--- src/rtl/word_matcher_pkg.sv ---
// word_matcher_pkg: shared types and constants for the word matcher.
// Holds the FSM state enum, history depth, end sentinel and length clamp.
package word_matcher_pkg;

    localparam int MAX_WORD = 8;
    localparam logic [7:0] END_SENTINEL = 8'hFF;

    typedef enum logic [1:0] {
        IDLE,
        FILL,
        ARMED
    } state_t;

    // Effective word length: word_size saturated at the history depth.
    function automatic logic [3:0] clamp_len(input logic [7:0] ws);
        if (ws > 8'(MAX_WORD)) begin
            return 4'(MAX_WORD);
        end
        return ws[3:0];
    endfunction

endpackage

--- src/rtl/match_compare.sv ---
// match_compare: combinational masked compare of the history window.
// Ports: i_hist (hist[0] newest), i_chars, i_masks, i_len -> o_match.
module match_compare
    import word_matcher_pkg::*;
(
    input  logic [MAX_WORD-1:0][7:0] i_hist,
    input  logic [8*MAX_WORD-1:0]    i_chars,
    input  logic [8*MAX_WORD-1:0]    i_masks,
    input  logic [3:0]               i_len,
    output logic                     o_match
);

    localparam int IW = $clog2(MAX_WORD);

    logic [MAX_WORD-1:0] w_hit;
    logic [IW-1:0]       w_idx;

    // Character i of the word lines up with hist[L-1-i];
    // positions at or beyond L are forced true.
    always_comb begin
        w_hit = '1;
        w_idx = '0;
        for (int i = 0; i < MAX_WORD; i++) begin
            if (4'(i) < i_len) begin
                w_idx = IW'(i_len - 4'd1 - 4'(i));
                w_hit[i] = ((i_hist[w_idx] ^ i_chars[8*i +: 8])
                            & i_masks[8*i +: 8]) == 8'h00;
            end
        end
    end

    assign o_match = &w_hit;

endmodule

--- src/rtl/word_matcher.sv ---
// word_matcher: streaming matcher of a 1-8 char masked word, 2-edge latency.
// Ports: aclk/aresetn (sync low), word_size, result_mask, characters, masks,
//   s_axis_tvalid/tdata/tuser in, m_axis_tvalid/tdata out (no backpressure).
// Macro WORD_MATCHER_END_SENTINEL_EN: end beat emits one 0xFF result byte.
module word_matcher #(
    parameter int MAX_WORD = word_matcher_pkg::MAX_WORD
) (
    input  logic                  aclk,
    input  logic                  aresetn,
    input  logic [7:0]            word_size,
    input  logic [7:0]            result_mask,
    input  logic [8*MAX_WORD-1:0] characters,
    input  logic [8*MAX_WORD-1:0] masks,
    input  logic                  s_axis_tvalid,
    input  logic [7:0]            s_axis_tdata,
    input  logic                  s_axis_tuser,
    output logic                  m_axis_tvalid,
    output logic [7:0]            m_axis_tdata
);

    import word_matcher_pkg::*;

    logic [MAX_WORD-1:0][7:0] r_hist;
    logic [3:0]               r_fill;
    logic [7:0]               r_pos;
    state_t                   r_state;
    logic                     r_char_s1;
    logic [7:0]               r_pos_s1;
`ifdef WORD_MATCHER_END_SENTINEL_EN
    logic                     r_end_s1;
`endif
    logic                     r_out_vld;
    logic [7:0]               r_out_data;

    logic                     w_char_beat;
    logic                     w_end_beat;
    logic [3:0]               w_len;
    logic [3:0]               w_fill_nxt;
    state_t                   w_state_nxt;
    logic                     w_match;
    logic                     w_hit;

    assign w_char_beat = s_axis_tvalid & ~s_axis_tuser;
    assign w_end_beat  = s_axis_tvalid & s_axis_tuser;
    assign w_len       = clamp_len(word_size);
    assign w_fill_nxt  = (r_fill == 4'(MAX_WORD)) ? r_fill
                                                  : r_fill + 4'd1;

    // Outside IDLE the state re-evaluates fill against the live length,
    // so a longer word drops ARMED back to FILL.
    always_comb begin
        w_state_nxt = r_state;
        unique case (1'b1)
            w_end_beat: begin
                w_state_nxt = IDLE;
            end
            w_char_beat: begin
                w_state_nxt = (w_fill_nxt >= w_len) ? ARMED : FILL;
            end
            default: begin
                if (r_state != IDLE) begin
                    w_state_nxt = (r_fill >= w_len) ? ARMED : FILL;
                end
            end
        endcase
    end

    match_compare u_cmp (
        .i_hist  (r_hist),
        .i_chars (characters),
        .i_masks (masks),
        .i_len   (w_len),
        .o_match (w_match)
    );

    // Fill is checked against the live length rather than the registered
    // state so config changes apply on the very next compared beat.
    assign w_hit = r_char_s1 && (r_state != IDLE) && (w_len != 4'd0)
                   && (r_fill >= w_len) && w_match;

    always_ff @(posedge aclk) begin
        if (!aresetn) begin
            r_hist     <= '0;
            r_fill     <= '0;
            r_pos      <= '0;
            r_state    <= IDLE;
            r_char_s1  <= 1'b0;
            r_pos_s1   <= '0;
`ifdef WORD_MATCHER_END_SENTINEL_EN
            r_end_s1   <= 1'b0;
`endif
            r_out_vld  <= 1'b0;
            r_out_data <= '0;
        end else begin
            r_state   <= w_state_nxt;
            r_char_s1 <= w_char_beat;
`ifdef WORD_MATCHER_END_SENTINEL_EN
            r_end_s1  <= w_end_beat;
`endif
            if (w_end_beat) begin
                r_hist <= '0;
                r_fill <= '0;
                r_pos  <= '0;
            end else if (w_char_beat) begin
                r_hist   <= {r_hist[MAX_WORD-2:0], s_axis_tdata};
                r_fill   <= w_fill_nxt;
                r_pos_s1 <= r_pos;
                r_pos    <= r_pos + 8'd1;
            end

            r_out_vld <= 1'b0;
            if (w_hit) begin
                r_out_vld  <= 1'b1;
                r_out_data <= r_pos_s1 & result_mask;
            end
`ifdef WORD_MATCHER_END_SENTINEL_EN
            else if (r_end_s1) begin
                r_out_vld  <= 1'b1;
                r_out_data <= END_SENTINEL;
            end
`endif
        end
    end

    assign m_axis_tvalid = r_out_vld;
    assign m_axis_tdata  = r_out_data;

endmodule

--- config.mk ---
export PLATFORM = sky130hd
export DESIGN_NAME = word_matcher
export DESIGN_NICKNAME = d
export VERILOG_FILES = /design/src/rtl/word_matcher_pkg.sv /design/src/rtl/match_compare.sv /design/src/rtl/word_matcher.sv
export SDC_FILE = /design/constraint.sdc
export NUM_CORES = 1
export LEC_CHECK = 0
export ABC_AREA = 1
export BUFFER_PORTS_ARGS = -buffer_cell sky130_fd_sc_hd__buf_2
export CELL_PAD_IN_SITES_DETAIL_PLACEMENT = 0
export CELL_PAD_IN_SITES_GLOBAL_PLACEMENT = 1
export CORE_ASPECT_RATIO = 1.5
export CORE_MARGIN = 1.5
export CORE_UTILIZATION = 34
export DETAILED_ROUTE_END_ITERATION = 8
export PLACE_DENSITY = 0.82
export SYNTH_ARGS = -nofsm -noshare
export SYNTH_HDL_FRONTEND = slang
export SYNTH_HIERARCHICAL = 1
export SYNTH_SLANG_ARGS = --single-unit
--- constraint.sdc ---
create_clock -name aclk -period 4.2 [get_ports aclk]
set_clock_uncertainty 0.05 [all_clocks]
set_input_delay 0.63 -clock aclk [delete_from_list [all_inputs] [get_ports aclk]]
set_output_delay 0.63 -clock aclk [all_outputs]
set_load 0.005 [all_outputs]
### After elaboration in Yosys (flattened, before gate mapping)

Cells that the tools add are included.

| operators by class | value |
|---|---|
| magnitude comparators | 19 |
| reductions and logical operators | 18 |
| bitwise gates (word level) | 22 |
| eq/ne operators | 1 |
| mux-type cells | 33 |
| $add $sub $neg | 10 |

Operators with widths:

| kind | count |
|---|---|
| binary-select mux 8 bit (select 3 bit) | 8 |
| bitwise AND 8 bit | 9 |
| logical NOT 8 bit | 8 |
| 2-to-1 mux 8 bit | 8 |
| XOR 8 bit | 8 |
| < comparator 3 x 4 -> 1 bit (second input constant) | 8 |
| < comparator 3 x 4 -> 1 bit (first input constant) | 4 |
| 2-to-1 mux 4 bit | 3 |
| subtractor 3 bit (second input constant) | 4 |
| 2-to-1 mux 1 bit | 10 |
| adder 8 x 1 -> 8 bit (second input constant) | 1 |
| >= comparator 4 bit | 2 |
| > comparator 8 x 4 -> 1 bit (second input constant) | 1 |
| < comparator 1 x 4 -> 1 bit (first input constant) | 2 |
| < comparator 2 x 4 -> 1 bit (first input constant) | 2 |
| AND reduction 8 bit | 1 |
| 2-to-1 mux 2 bit | 3 |
| subtractor 3 x 1 -> 3 bit (second input constant) | 2 |
| subtractor 3 x 2 -> 3 bit (second input constant) | 2 |
| adder 4 x 1 -> 4 bit (second input constant) | 1 |
| equality test 4 bit (second input constant) | 1 |
| logical AND 1 bit | 4 |
| one-hot mux 2 bit (2 select lines) | 1 |
| nonzero test 4 bit | 1 |
| other kinds (6) | 9 |

| word-level totals | value |
|---|---|
| register bits after elaboration | 96 |
| logic and storage cells | 118 |
| bits of input ports | 156 |
| output and inout port bits | 9 |

### Logic depth before layout (Yosys ltp)

Gate-level depths: netlist of the first run.

| depth | value |
|---|---|
| depth after elaboration | 14 |
| depth in mapped cells | 31 |
| mapped depth without buffers | 27 |

### By module

Netlist of the first run, hierarchy kept.

Modules (own cells, without submodules):

| module | cells an instance | area each (um^2) | seq. area each (um^2) | times used |
|---|---|---|---|---|
| word_matcher | 518 | 3905.0 | 1921.8 | 1 |
| match_compare | 901 | 3900.0 | 0.0 | 1 |

### Worst setup path after synthesis of the first run

No wires, ideal clock.

| path | value |
|---|---|
| path kind | in2reg |
| start point | in word_size[4] |
| end point | reg r_out_data[0], in the netlist m_axis_tdata[0] |
| setup slack | 0.118 ns |
| buffers on the path | 4 |
| required time | 4.034 ns |
| arrival time | 3.916 ns |
| setup time | 0.116 ns |
| cell stages on the path | 31 |
| cells stage by stage | nor2_1 nand3_1 a21oi_1 inv_2 buf_4 buf_2 ha_1 inv_1 buf_4 nand2_1 nand2_1 buf_2 nand2_1 nand2_1 nand2_1 nand2_1 nand2_1 nand3_1 nand2_1 nor2_1 nand2_1 nand2_1 nand2_1 nor2_1 nand2_1 inv_1 nand3_1 nor2_2 nand2_2 nand2_1 nand2_1 |

| on the way | value |
|---|---|
| longest elaborated chain between the ends | 13 |
| elaborated cells on any way between the ends | 73 |
| those cells by class | 8 x add/sub; 10 x order compare; 26 x mux; 16 x bitwise; 13 x reduce/logical |

Ends and longest elaborated chain:

| item | line | RTL |
|---|---|---|
| start, declared | word_matcher.sv:10 | `input logic [7:0] word_size,` |
| > comparator 8 x 4 -> 1 bit (*) | word_matcher_pkg.sv:16 | `if (ws > 8'(MAX_WORD)) begin` |
| 2-to-1 mux 1 bit (*) | word_matcher_pkg.sv:16 |  |
| 2-to-1 mux 4 bit (*) | word_matcher_pkg.sv:19 | `return ws[3:0];` |
| named net w_len[0] | word_matcher.sv:37 | `logic [3:0] w_len;` |
| subtractor 3 x 1 -> 3 bit | match_compare.sv:25 | `w_idx = IW'(i_len - 4'd1 - 4'(i));` |
| subtractor 3 x 1 -> 3 bit, or another cell as far along | match_compare.sv:25 |  |
| binary-select mux 8 bit (select 3 bit) | match_compare.sv:26 | `w_hit[i] = ((i_hist[w_idx] ^ i_chars[8*i +: 8])` |
| 2-to-1 mux 8 bit (not written as such) | match_compare.sv:26 |  |
| XOR 8 bit | match_compare.sv:26 |  |
| bitwise AND 8 bit | match_compare.sv:27 | `& i_masks[8*i +: 8]) == 8'h00;` |
| logical NOT 8 bit | match_compare.sv:26 |  |
| 2-to-1 mux 1 bit | match_compare.sv:24 | `if (4'(i) < i_len) begin` |
| AND reduction 8 bit (*) | match_compare.sv:32 | `assign o_match = &w_hit;` |
| named net w_match | word_matcher.sv:40 | `logic w_match;` |
| logical AND 1 bit (*) | word_matcher.sv:79 | `&& (r_fill >= w_len) && w_match;` |
| end signal, assigned | word_matcher.sv:114 | `r_out_data <= r_pos_s1 & result_mask;` |
| end, declared | word_matcher.sv:33 | `logic [7:0] r_out_data;` |

Mark *: on every way through the listed nets, which the timed path passes. The rest lies on a longest branch. The select of a mux whose other input is x is not followed.
A chain may end at the register's enable or synchronous reset.

### Final worst setup path of the first run

| path | value |
|---|---|
| start point | in word_size[4] |
| end point | reg r_out_data[1], in the netlist m_axis_tdata[1] |

| on the way | value |
|---|---|
| elaborated cells on any way between the ends | 73 |
| those cells by class | 8 x add/sub; 10 x order compare; 26 x mux; 16 x bitwise; 13 x reduce/logical |

RTL lines:

| item | line |
|---|---|
| > comparator 8 x 4 -> 1 bit (*) | word_matcher_pkg.sv:16 |
| 2-to-1 mux 1 bit (*) | word_matcher_pkg.sv:16 |
| 2-to-1 mux 4 bit (*) | word_matcher_pkg.sv:19 |
| named net w_len[3] | word_matcher.sv:37 |
| < comparator 1 x 4 -> 1 bit, or another cell as far along | match_compare.sv:24 |
| 2-to-1 mux 1 bit | match_compare.sv:24 |
| AND reduction 8 bit (*) | match_compare.sv:32 |
| named net w_match | word_matcher.sv:40 |
| logical AND 1 bit (*) | word_matcher.sv:79 |

Marked as above.

==> out/results.txt, run 1 <==
Status: complete, no violations
Crit Path Max Fanout: 17
Cts repair resizes: 0
Worst Hold End: r_pos_s1[0]
Post-Synthesis Net Count: 1,589
Height of the die: 189 um
CP Capture Type: flip-flop
Worst-Skew Late Latency: 0.36 ns
Synth unique cells: 29
Fin. max-slew vios: 0
Part of the Yosys area used for sequential elements: 24.6%
CP startpoint kind: input port
I/O Pins: 165
All-Layer GR Usage: 23.4%
TritonCTS clock tree: done
Post-DP HPWL: 21,900 um
Ant. Diodes: 0
Largest net degree at the start of global routing: 71
Final setup TNS: 0 ns
Core footprint: 0.0225 mm^2
Reg2reg end: m_axis_tdata[1]
Hold Startpoint: r_pos_s1[0]
Drt wl/cell: 15.4 um
First-pass GRT wire length: 44,400 um
Power, Total: 2440 uW
WP data arrival: 4.03 ns
DRT Pass-1 Iters: 6
Inserted Clock Buffers: 9
Most Frequent Cell on Critical Path: nand2_1
Ys Warns: 6
Gr ovfl total: 0
Share of cells above drive strength 1: 14.3%
Maxcap violations: 0
Reg clk slew, reported paths: 0.07 ns
Nets: 1,718
Hold depth: 2
Leakage: 0.00496 uW
Setup violators final: 0
Reg2Reg Setup Slack: 1.65 ns
Slowest CP cell: ha_1
Synth Instances: 1,419
Antenna violations before repair: 0
Residual DRC: 0
Syn Area/Cell: 5.50 um^2
# port buffers: 164
Die Area: 0.0239 mm^2
FF+latch count, synth: 96
Crit Path Class: input port to flip-flop
GP Congestion: 0.964
CP peak stage delay: 0.31 ns
Setup bufs post-CTS: 0
H-tree levels: 3
CP required: 4.39 ns
CTS Sinks: 96
DRT iter0 DRCs: 749
Hold buffer count at CTS: 0
Clock tree buffer depth: 2
Worst rel slew slack: 31.0%
Reg-to-Reg Start: r_hist[13]
Worst Tran Pin Value: 1.03 ns
Clk root buf: clkbuf_16
Antenna-violating nets left: 0
Final worst path period share: 91.5%
Row cnt: 67
CP Launch Point: word_size[4]
DR vias: 9,313
HP Class: flip-flop to flip-flop
Final Hold Fails: 0
RSZ-0062 raised after global routing: no
Vias/cell: 5.09
Worst R2R Path Depth: 20
DRT Wirelength: 28,200 um
Fin crit period: 3.84 ns
VDD IR max: 0.204 mV
Number of global-route vias before repair: 8,736
Pwr Density: 267 mW/mm^2
Max Clk Rate: 0.260 GHz
Mapped Area: 0.00780 mm^2
Layout overhead on the synthesized area: 17.0%
Die span in x: 127 um
Initial Util: 34.7%
==> state kept, by name, indices dropped and copies added, names as in the netlist <==
register,count
r_hist,64
m_axis_tdata,8
r_pos,8
r_pos_s1,8
r_fill,4
r_state,2
m_axis_tvalid,1
r_char_s1,1
==> final cells by class <==
cell class | count | area, um^2
Timing Repair Buffer | 183 | 1040
Clock buffer | 10 | 239
Multi-Input combinational cell | 1167 | 5190
Clock inverter | 6 | 51.3
Sequential cell | 96 | 1920
Tap cell | 276 | 345
Fill cell | 2515 | 13300
Inverter | 91 | 347
==> per-stage QoR <==
step	area, um^2	std cells	setup WS, ns	hold WS (ns)	util, %
after floorplan	7800	1419	0.118	0.389	-
after CTS	9130	1829	0.440	0.430	40.7
after global placement	8840	1813	0.103	0.417	39.4
after detailed placement	8840	1813	0.0649	0.414	39.4
final	9130	1829	0.357	0.432	40.7
after global routing	9130	1829	0.0531	0.454	40.7
==> Yosys cell counts, drive strengths merged <==
cell type,n,area [um^2]
nand2,595,2280
nand3,239,1210
nor2,165,653
dfxtp,96,1920
inv,91,347
o21ai,85,425
buf,45,282
nand3b,27,203
a21oi,25,125
clkbuf,20,75.1
ha,14,175
nand4,12,75.1
xor2,2,17.5
o22ai,1,6.26
or2,1,6.26
xnor2,1,8.76
==> critical path, delay by kind of cell <==
kind | cells | cell delay [ns]
AND/OR/NAND/NOR | 21 | 2.38
buffers and inverters | 5 | 0.70
adder cells (fa/ha/maj) | 1 | 0.31
==> cell families (layout without fill, tap and decap cells) <==
kind of cell,after synthesis,after routing,share of synthesized area (%)
simple gates,1039,1039,56.7
flops,96,96,24.6
compound gates,111,111,7.13
buf+inv,156,290,9.01
fa+ha+maj,14,14,2.24
xor+xnor,3,3,0.337
==> layout by cell type (no fill, tap or decap), types with 2 or more instances in the layout <==
cell / synthesis / final
a21oi_1: 25 / 24
buf_12: 0 / 6
buf_2: 27 / 164
buf_4: 10 / 13
clkbuf_16: 0 / 9
clkinv_4: 0 / 3
dfxtp_1: 96 / 96
ha_1: 14 / 14
inv_1: 86 / 86
inv_2: 4 / 4
inv_6: 1 / 2
nand2_1: 584 / 584
nand2_2: 8 / 8
nand2_4: 3 / 3
nand3_1: 238 / 238
nand3b_1: 27 / 27
nand4_1: 12 / 12
nor2_1: 161 / 161
nor2_4: 2 / 2
o21ai_0: 84 / 84
xor2_1: 2 / 2
==> power by group <==
part	internal (uW)	switching, uW
Clock	427	400
Sequential	961	48.0
Combinational	221	382
==> layer usage <==
| metal | track usage, % | vias up | wire [um] |
|---|---|---|---|
| li1 | - | 4803 | - |
| met1 | 25.5 | 4213 | 11000 |
| met2 | 44.7 | 240 | 14700 |
| met3 | 2.16 | 57 | 1050 |
| met4 | 11.7 | 0 | 1340 |
| met5 | 0 | - | 0 |
==> worst max path at each step <==
| stage | endpoint | slack (ns) | cells past startpoint |
|---|---|---|---|
| floorplan | m_axis_tdata[0] | 0.12 | 31 |
| global placement | m_axis_tdata[6] | 0.10 | 27 |
| detailed placement | m_axis_tdata[1] | 0.06 | 27 |
| CTS | m_axis_tdata[1] | 0.44 | 27 |
| global route | m_axis_tdata[5] | 0.05 | 27 |
| finish | m_axis_tdata[1] | 0.36 | 27 |
Power figures use the tool's default switching activity.
==> run 2: changes to the inputs <==
--- a/config.mk
+++ b/config.mk
@@ -5,15 +5,15 @@
 export SDC_FILE = /design/constraint.sdc
 export NUM_CORES = 1
 export LEC_CHECK = 0
-export ABC_AREA = 1
+export ABC_AREA = 0
 export BUFFER_PORTS_ARGS = -buffer_cell sky130_fd_sc_hd__buf_2
 export CELL_PAD_IN_SITES_DETAIL_PLACEMENT = 0
 export CELL_PAD_IN_SITES_GLOBAL_PLACEMENT = 1
-export CORE_ASPECT_RATIO = 1.5
+export CORE_ASPECT_RATIO = 0.75
 export CORE_MARGIN = 1.5
-export CORE_UTILIZATION = 34
+export CORE_UTILIZATION = 38
 export DETAILED_ROUTE_END_ITERATION = 8
-export PLACE_DENSITY = 0.82
+export PLACE_DENSITY = 0.81
 export SYNTH_ARGS = -nofsm -noshare
 export SYNTH_HDL_FRONTEND = slang
 export SYNTH_HIERARCHICAL = 1
==> constraint.sdc (replaced) <==
create_clock -name aclk -period 4.2 [get_ports aclk]
set_clock_uncertainty 0.05 [all_clocks]
set_input_delay 0.21 -clock aclk [delete_from_list [all_inputs] [get_ports aclk]]
set_output_delay 0.21 -clock aclk [all_outputs]
set_load 0.005 [all_outputs]
==> run 2 against run 1 <==
  * The flow now finishes with violations (negative setup slack)
  * Via count fell by 25%
  * Setup slack got worse by 0.90 ns
  * Maximum frequency down 19%
  * First-iteration DRC count decreased by 25%
  * Combinational power fell by 47%
  * Non-clock buffer count up 59
  * Cell area up 2.8%
  * Routed wire length fell by 17%
  * Die area down 14%
  * Critical path depth shrank 5
  * Register-to-register slack got worse by 1.2 ns
  * Count of clock-buffer cells in the layout is 1 lower
==> out/results.txt, run 2 <==
Clock tree buffer depth: 2 (unchanged)
DRT Pass-1 Iters: 4 (was 6)
Leading area contributor after synthesis: dfxtp_1 (was nand2_1)
Dpl cell area: 0.00892 mm^2 (was 0.00884 mm^2)
First-pass GRT wire length: 35,700 um (was 44,400 um)
Leakage: 0.00362 uW (was 0.00496 uW)
Violated checks: negative setup slack
Worst R2R Path Depth: 12 (was 20)
Pwr Density: 230 mW/mm^2 (was 267 mW/mm^2)
Worst-Skew Late Latency: 0.34 ns (was 0.36 ns)
Commonest non-fill, non-tap cell in the layout: buf_2 (was nand2_1)
Layout overhead on the synthesized area: 25.8% (was 17.0%)
Die Area: 0.0205 mm^2 (was 0.0239 mm^2)
H-tree levels: 3 (unchanged)
Share of cells above drive strength 1: 33.9% (was 14.3%)
Drt wl/cell: 18.8 um (was 15.4 um)
Vias/cell: 5.61 (was 5.09)
FF+latch area: 0.00192 mm^2 (unchanged)
CTS Sinks: 96 (unchanged)
Part of the Yosys area used for sequential elements: 25.8% (was 24.6%)
Fillers: 1,834 (was 2,515)
Worst Tran Pin Value: 1.05 ns (was 1.03 ns)
Reg-to-Reg Start: r_hist[1] (was r_hist[13])
Row cnt: 44 (was 67)
GP Congestion: 0.907 (was 0.964)
Final worst path period share: 113% (was 91.5%)
Antenna-violating nets left: 0 (unchanged)
FF+latch count, synth: 96 (unchanged)
Crit-path cells: buf_6 > or2_1 > or4_4 > inv_4 > and2_4 > inv_6 > ha_4 > buf_4 > buf_12 > buf_4 > mux4_2 > xor2_1 > a22o_1 > a22oi_1 > nand4_1 > or3_4 > a221o_1 > nor4_2 > buf_4 > o211ai_1 > a211o_2 > mux2i_1
Multi-input gate area: 0.00526 mm^2 (was 0.00519 mm^2)
Fin. max-slew vios: 0 (unchanged)
Largest net degree at the start of global routing: 69 (was 71)
Reg2reg end: m_axis_tdata[6] (was m_axis_tdata[1])
Residual DRC: 0 (unchanged)
Synth Instances: 798 (was 1,419)
# port buffers: 164 (unchanged)
Antenna violations before repair: 0 (unchanged)
DR vias: 7,000 (was 9,313)
Async S/R FF share, synth: 0% (unchanged)
Hold buffer count at CTS: 0 (unchanged)
Post-DP HPWL: 18,400 um (was 21,900 um)
CP Launch Point: word_size[7] (was word_size[4])
Mapped Area: 0.00746 mm^2 (was 0.00780 mm^2)
Final setup TNS: -4.56 ns (was 0 ns)
Largest Register: r_hist (unchanged)
Largest register FFs: 64 (unchanged)
Post-synth EDFFs: 0 (unchanged)
Post-synth top cells: 96 x dfxtp_1, 82 x a21oi_1, 82 x mux2i_1 (was 584 x nand2_1, 238 x nand3_1, 161 x nor2_1)
Setup violators final: 9 (was 0)
Clk root buf: clkbuf_16 (unchanged)
DRT iter0 DRCs: 565 (was 749)
Most frequent cells in the layout: 163 x buf_2, 96 x dfxtp_1, 82 x a21oi_1 (was 584 x nand2_1, 238 x nand3_1, 164 x buf_2)
Max Clk Rate: 0.211 GHz (was 0.260 GHz)
Reg2Reg Setup Slack: 0.48 ns (was 1.65 ns)
Worst rel slew slack: 29.9% (was 31.0%)
Slowest CP cell: or4_4 (was ha_1)
I/O Pins: 165 (unchanged)
WP buf/inv: 7 (was 5)
Synth unique cells: 49 (was 29)
Final worst setup slack: -0.544 ns (was 0.357 ns)
CP peak stage delay: 0.46 ns (was 0.31 ns)
CP startpoint kind: input port (unchanged)
CP endpoint: m_axis_tdata[6] (was m_axis_tdata[1])
Initial Util: 38.7% (was 34.7%)
WP data arrival: 4.92 ns (was 4.03 ns)
Final Hold Fails: 0 (unchanged)
Ranking of synthesized cells by area: dfxtp_1 26%, mux4_2 19%, mux2i_1 11%, xnor2_1 6.8%, a21oi_1 5.5% (was nand2_1 28%, dfxtp_1 25%, nand3_1 15%, nor2_1 7.7%, o21ai_0 5.4%)
RSZ-0062 raised after global routing: yes (was no)
Nets: 1,162 (was 1,718)
Most Frequent Cell on Critical Path: buf_4 (was nand2_1)
Prevailing post-synth register cell: dfxtp_1 (unchanged)
Core footprint: 0.0193 mm^2 (was 0.0225 mm^2)
Crit Path Class: input port to flip-flop (unchanged)
TritonCTS clock tree: done (unchanged)
Reg clk slew, reported paths: 0.06 ns (was 0.07 ns)
HP Class: input port to flip-flop (was flip-flop to flip-flop)
Status: finished with violations (was complete, no violations)
Height of the die: 124 um (was 189 um)
DRT Wirelength: 23,500 um (was 28,200 um)
All-Layer GR Usage: 22.6% (was 23.4%)
CP Capture Type: flip-flop (unchanged)
Ys Warns: 6 (unchanged)
Crit Path Max Fanout: 10 (was 17)
CP required: 4.38 ns (was 4.39 ns)
Inserted Clock Buffers: 9 (unchanged)
Gr ovfl total: 0 (unchanged)
Ant. Diodes: 0 (unchanged)
Synth top area share: 25.8% (was 28.1%)
Critical path's top delay family: simple AND/OR/NAND/NOR gates (unchanged)
Number of global-route vias before repair: 6,549 (was 8,736)
Design Area, Final: 0.00939 mm^2 (was 0.00913 mm^2)
VDD IR max: 0.196 mV (was 0.204 mV)
Syn Area/Cell: 9.35 um^2 (was 5.50 um^2)
Maxcap violations: 0 (unchanged)
Post-Synthesis Net Count: 968 (was 1,589)
Critical Path Stages: 22 (was 27)
Fin crit period: 4.74 ns (was 3.84 ns)
Die span in x: 165 um (was 127 um)
Count leader, synth: dfxtp_1 (was nand2_1)
## run 2: cell count changes after synthesis, sizes merged, moves of 57 or more
cell	change
xnor2	+57
inv	-76
nand3	-201
o21ai	-82
a21oi	+57
mux2i	+82
nand2	-516
nor2	-106
mux4	+63
## run 2: kinds of logic (layout without fill, tap and decap cells)
kind of cell	Yosys count	count (layout)	synth area share [%]
simple gates	238	238	14.8
mux	145	145	30.0
compound gates	141	142	11.8
flops	96	96	25.8
xor+xnor	89	89	10.8
buf+inv	75	271	4.46
fa+ha+maj	14	14	2.35
## run 2: timing repair
item | 4_1_cts | 5_1_grt
setup buffers | 5 | 3
pin swaps | 8 | 6
cloned | 1 | 0
gates resized for setup | 12 | 3
setup endpoints to repair | 9 | 9
## run 2: cell type report
type                            instances  share of cell area (%)
Tap cell                              253                    3.37
Timing Repair Buffer                  242                    15.9
Sequential cell                        96                    20.5
Inverter                               15                   0.680
Clock buffer                            9                    2.40
Clock inverter                          5                    1.13
Multi-Input combinational cell        628                    56.1
## run 2: worst min-delay path by stage
| stage | cells after the start | endpoint | slack [ns] | from |
|---|---|---|---|---|
| finish | 3 | m_axis_tdata[4] | 0.08 | result_mask[4] |
| global route | 3 | m_axis_tdata[7] | 0.08 | result_mask[7] |
| CTS | 3 | m_axis_tdata[1] | 0.07 | result_mask[1] |
| detailed placement | 2 | r_pos_s1[2] | 0.40 | r_pos_s1[2] |
| global placement | 2 | m_axis_tdata[1] | 0.39 | m_axis_tdata[1] |
| floorplan | 2 | m_axis_tdata[0] | 0.32 | result_mask[0] |
## run 2: tightest hold or removal path: cells and delay by family
family / cells / cell delay, ns
buffers and inverters: 1 / 0.09
multiplexers: 1 / 0.05
AND/OR/NAND/NOR: 1 / 0.06
## run 2: layer usage
layer	global-route usage (%)	wire length (um)
met4	8.11	766
met2	34.1	10100
met3	3.20	2030
met5	0	0
met1	32.7	10600
## run 2: metrics by stage
stage	power, uW	hold slack, ns	std cells	worst slack (ns)	utilization (%)
finish	2160	0.0814	1248	-0.544	48.7
global route	2250	0.0843	1248	-0.680	48.7
CTS	2170	0.0740	1245	-0.506	48.5
detailed placement	1260	0.400	1225	-1.04	46.3
global placement	1260	0.393	1225	-0.971	46.3
floorplan	1110	0.323	798	-0.879	-
## run 2: where the power goes
group / total, uW / switching [uW] / internal [uW] / leakage, uW
logic: 319 / 164 / 155 / 0.00269
registers: 929 / 12.2 / 917 / 0.000775
clock network: 914 / 337 / 577 / 0.000158
==> run 3: changes to the inputs <==
--- a/config.mk
+++ b/config.mk
@@ -11,9 +11,11 @@
 export CELL_PAD_IN_SITES_GLOBAL_PLACEMENT = 1
 export CORE_ASPECT_RATIO = 0.75
 export CORE_MARGIN = 1.5
-export CORE_UTILIZATION = 38
+export CORE_UTILIZATION = 39
+export CTS_BUF_LIST = sky130_fd_sc_hd__clkbuf_4 sky130_fd_sc_hd__clkbuf_8
+export CTS_CLUSTER_DIAMETER = 150
 export DETAILED_ROUTE_END_ITERATION = 8
-export PLACE_DENSITY = 0.81
+export PLACE_DENSITY = 0.83
 export SYNTH_ARGS = -nofsm -noshare
 export SYNTH_HDL_FRONTEND = slang
 export SYNTH_HIERARCHICAL = 1
==> run 3 against run 2 <==
  * The flow still finishes with violations (negative setup slack)
  * Clock power shrank 19%
  * Sequential power is essentially flat
  * Combinational power grew 4%
  * Critical path depth grew 2
  * Flip-flop and latch count is the same
  * Critical endpoint unchanged
  * Non-clock buffer count grew 12
  * Global-route usage grew 1.1 points
  * Routed wire length grew 3.3%
  * Maximum frequency shrank 1.8%
  * Count of clock-buffer cells in the layout is the same
  * Via count grew 3.1%
  * Sequential share of layout area shrank 0.35 points
==> out/results.txt, run 3 (synthesis gave the netlist of run 2 again) <==
Status: finished with violations (unchanged)
Violated checks: negative setup slack (unchanged)
Crit Path Max Fanout: 7 (was 10)
Final worst path period share: 115% (was 113%)
Post-DP HPWL: 18,400 um (about the same)
Drt wl/cell: 19.3 um (was 18.8 um)
CP startpoint kind: input port (unchanged)
Nets: 1,174 (was 1,162)
Height of the die: 123 um (was 124 um)
Reg2reg end: m_axis_tdata[6] (unchanged)
Die Area: 0.0200 mm^2 (was 0.0205 mm^2)
# port buffers: 164 (unchanged)
Ant. Diodes: 0 (unchanged)
Worst rel slew slack: 47.1% (was 29.9%)
Largest Register: r_hist (unchanged)
Reg clk slew, reported paths: 0.10 ns (was 0.06 ns)
Cell Count Post-Placement: 1,224 (was 1,225)
DRT Wirelength: 24,300 um (was 23,500 um)
Antenna-violating nets left: 0 (unchanged)
Slowest CP cell: mux4_2 (was or4_4)
Final setup TNS: -5.35 ns (was -4.56 ns)
Vias/cell: 5.74 (was 5.61)
RSZ-0062 raised after global routing: yes (unchanged)
DRT Pass-1 Iters: 5 (was 4)
Power, Total: 2000 uW (was 2160 uW)
Layout overhead on the synthesized area: 28.0% (was 25.8%)
HP Class: input port to flip-flop (unchanged)
WP data arrival: 5.06 ns (was 4.92 ns)
CP required: 4.43 ns (was 4.38 ns)
Worst-Skew Late Latency: 0.37 ns (was 0.34 ns)
Crit Path Class: input port to flip-flop (unchanged)
CTS Sinks: 96 (unchanged)
Setup violators final: 9 (unchanged)
Fin. max-slew vios: 0 (unchanged)
Initial Util: 40.1% (was 38.7%)
All-Layer GR Usage: 23.7% (was 22.6%)
CP peak stage delay: 0.47 ns (was 0.46 ns)
Max Clk Rate: 0.207 GHz (was 0.211 GHz)
Antenna violations before repair: 0 (unchanged)
Share of cells above drive strength 1: 35.4% (was 33.9%)
Die span in x: 163 um (was 165 um)
Largest net degree at the start of global routing: 68 (was 69)
Most frequent cells in the layout: 163 x buf_2, 96 x dfxtp_1, 82 x a21oi_1 (unchanged)
Gr ovfl total: 0 (unchanged)
Clk root buf: clkbuf_8 (was clkbuf_16)
Core footprint: 0.0186 mm^2 (was 0.0193 mm^2)
First-pass GRT wire length: 36,200 um (was 35,700 um)
Worst Tran Pin Value: 0.792 ns (was 1.05 ns)
DRT iter0 DRCs: 593 (was 565)
Pre-CTS setup slack: -1.20 ns (was -1.04 ns)
CP Capture Type: flip-flop (unchanged)
I/O Pins: 165 (unchanged)
Reg2Reg Setup Slack: 0.40 ns (was 0.48 ns)
Pwr Density: 209 mW/mm^2 (was 230 mW/mm^2)
Crit-path cells: buf_6 > or2_1 > or4_4 > inv_4 > and2_4 > inv_6 > ha_4 > buf_12 > buf_12 > buf_6 > buf_6 > mux2i_2 > buf_4 > buf_4 > mux4_2 > xnor2_1 > a22oi_1 > nand4_1 > o31a_1 > nor4_4 > buf_4 > o211ai_1 > a211o_4 > mux2i_1 (was buf_6 > or2_1 > or4_4 > inv_4 > and2_4 > inv_6 > ha_4 > buf_4 > buf_12 > buf_4 > mux4_2 > xor2_1 > a22o_1 > a22oi_1 > nand4_1 > or3_4 > a221o_1 > nor4_2 > buf_4 > o211ai_1 > a211o_2 > mux2i_1)
Maxcap violations: 0 (unchanged)
H-tree levels: 3 (unchanged)
CP Launch Point: word_size[6] (was word_size[7])
Clock tree buffer depth: 2 (unchanged)
Commonest non-fill, non-tap cell in the layout: buf_2 (unchanged)
Hold depth: 3 (unchanged)
Worst R2R Path Depth: 12 (unchanged)
Final worst setup slack: -0.632 ns (was -0.544 ns)
TritonCTS clock tree: done (unchanged)
CP endpoint: m_axis_tdata[6] (unchanged)
DR vias: 7,214 (was 7,000)
Residual DRC: 0 (unchanged)
Final Hold Fails: 0 (unchanged)
Non-Filler Instances: 1,256 (was 1,248)
Fillers: 1,739 (was 1,834)
Row cnt: 43 (was 44)
Leakage: 0.00370 uW (was 0.00362 uW)
Inserted Clock Buffers: 9 (unchanged)
Number of global-route vias before repair: 6,489 (was 6,549)
Reg-to-Reg Start: r_hist[1] (unchanged)
Largest register FFs: 64 (unchanged)
GP Congestion: 0.906 (was 0.907)
VDD IR max: 0.190 mV (was 0.196 mV)
Fin crit period: 4.83 ns (was 4.74 ns)
run 3: how the worst min path moves through the flow:
stage / from / to / slack (ns)
4_1_cts: result_mask[0] / m_axis_tdata[0] / 0.03
3_5_place_dp: r_pos_s1[4] / r_pos_s1[4] / 0.40
6_report: result_mask[4] / m_axis_tdata[4] / 0.05
2_1_floorplan: result_mask[0] / m_axis_tdata[0] / 0.32
5_1_grt: result_mask[0] / m_axis_tdata[0] / 0.05
3_3_place_gp: m_axis_tdata[2] / m_axis_tdata[2] / 0.39
run 3: metal layers:
metal	vias to the layer above	share of wire (%)	global-route usage (%)
li1	3360	-	-
met1	3453	44	33.2
met2	364	44	36.9
met3	37	9.4	4.87
met4	0	2.4	7.34
met5	-	0	0
run 3: timing repair:
action                     4_1_cts  5_1_grt
setup buffers                   11        2
hold buffers                     0        0
cloned                           2        1
pin swaps                       17        5
gates resized for setup         22        7
setup endpoints to repair        9        9
run 3: area by class of cell:
type	instances	area, um^2	share of cell area (%)
inverter	15	63.8	0.668
sequential	96	1920	20.1
multi-input combinational	628	5310	55.6
clock inverter	7	125	1.31
timing repair buffer	254	1700	17.8
tap	247	309	3.24
clock buffer	9	124	1.30
run 3: power by group:
part	switching (uW)	internal, uW	leakage, uW	total, uW
Sequential	12.9	916	0.000775	929
Combinational	168	163	0.00280	331
Clock	337	403	0.000125	740
run 3: worst max-delay path: cells and delay by family:
| kind | cells | cell delay [ns] |
|---|---|---|
| xor+xnor | 1 | 0.14 |
| fa+ha+maj | 1 | 0.27 |
| mux | 3 | 0.81 |
| buf+inv | 10 | 1.15 |
| compound gates | 4 | 1.11 |
| simple gates | 5 | 1.35 |
run 3: metrics by stage:
step	utilization [%]	hold slack (ns)	cell area, um^2
2_1_floorplan	-	0.323	7550
3_3_place_gp	48.4	0.393	9010
3_5_place_dp	48.4	0.400	9010
4_1_cts	50.9	0.0322	9470
5_1_grt	51.3	0.0478	9550
6_report	51.3	0.0458	9550
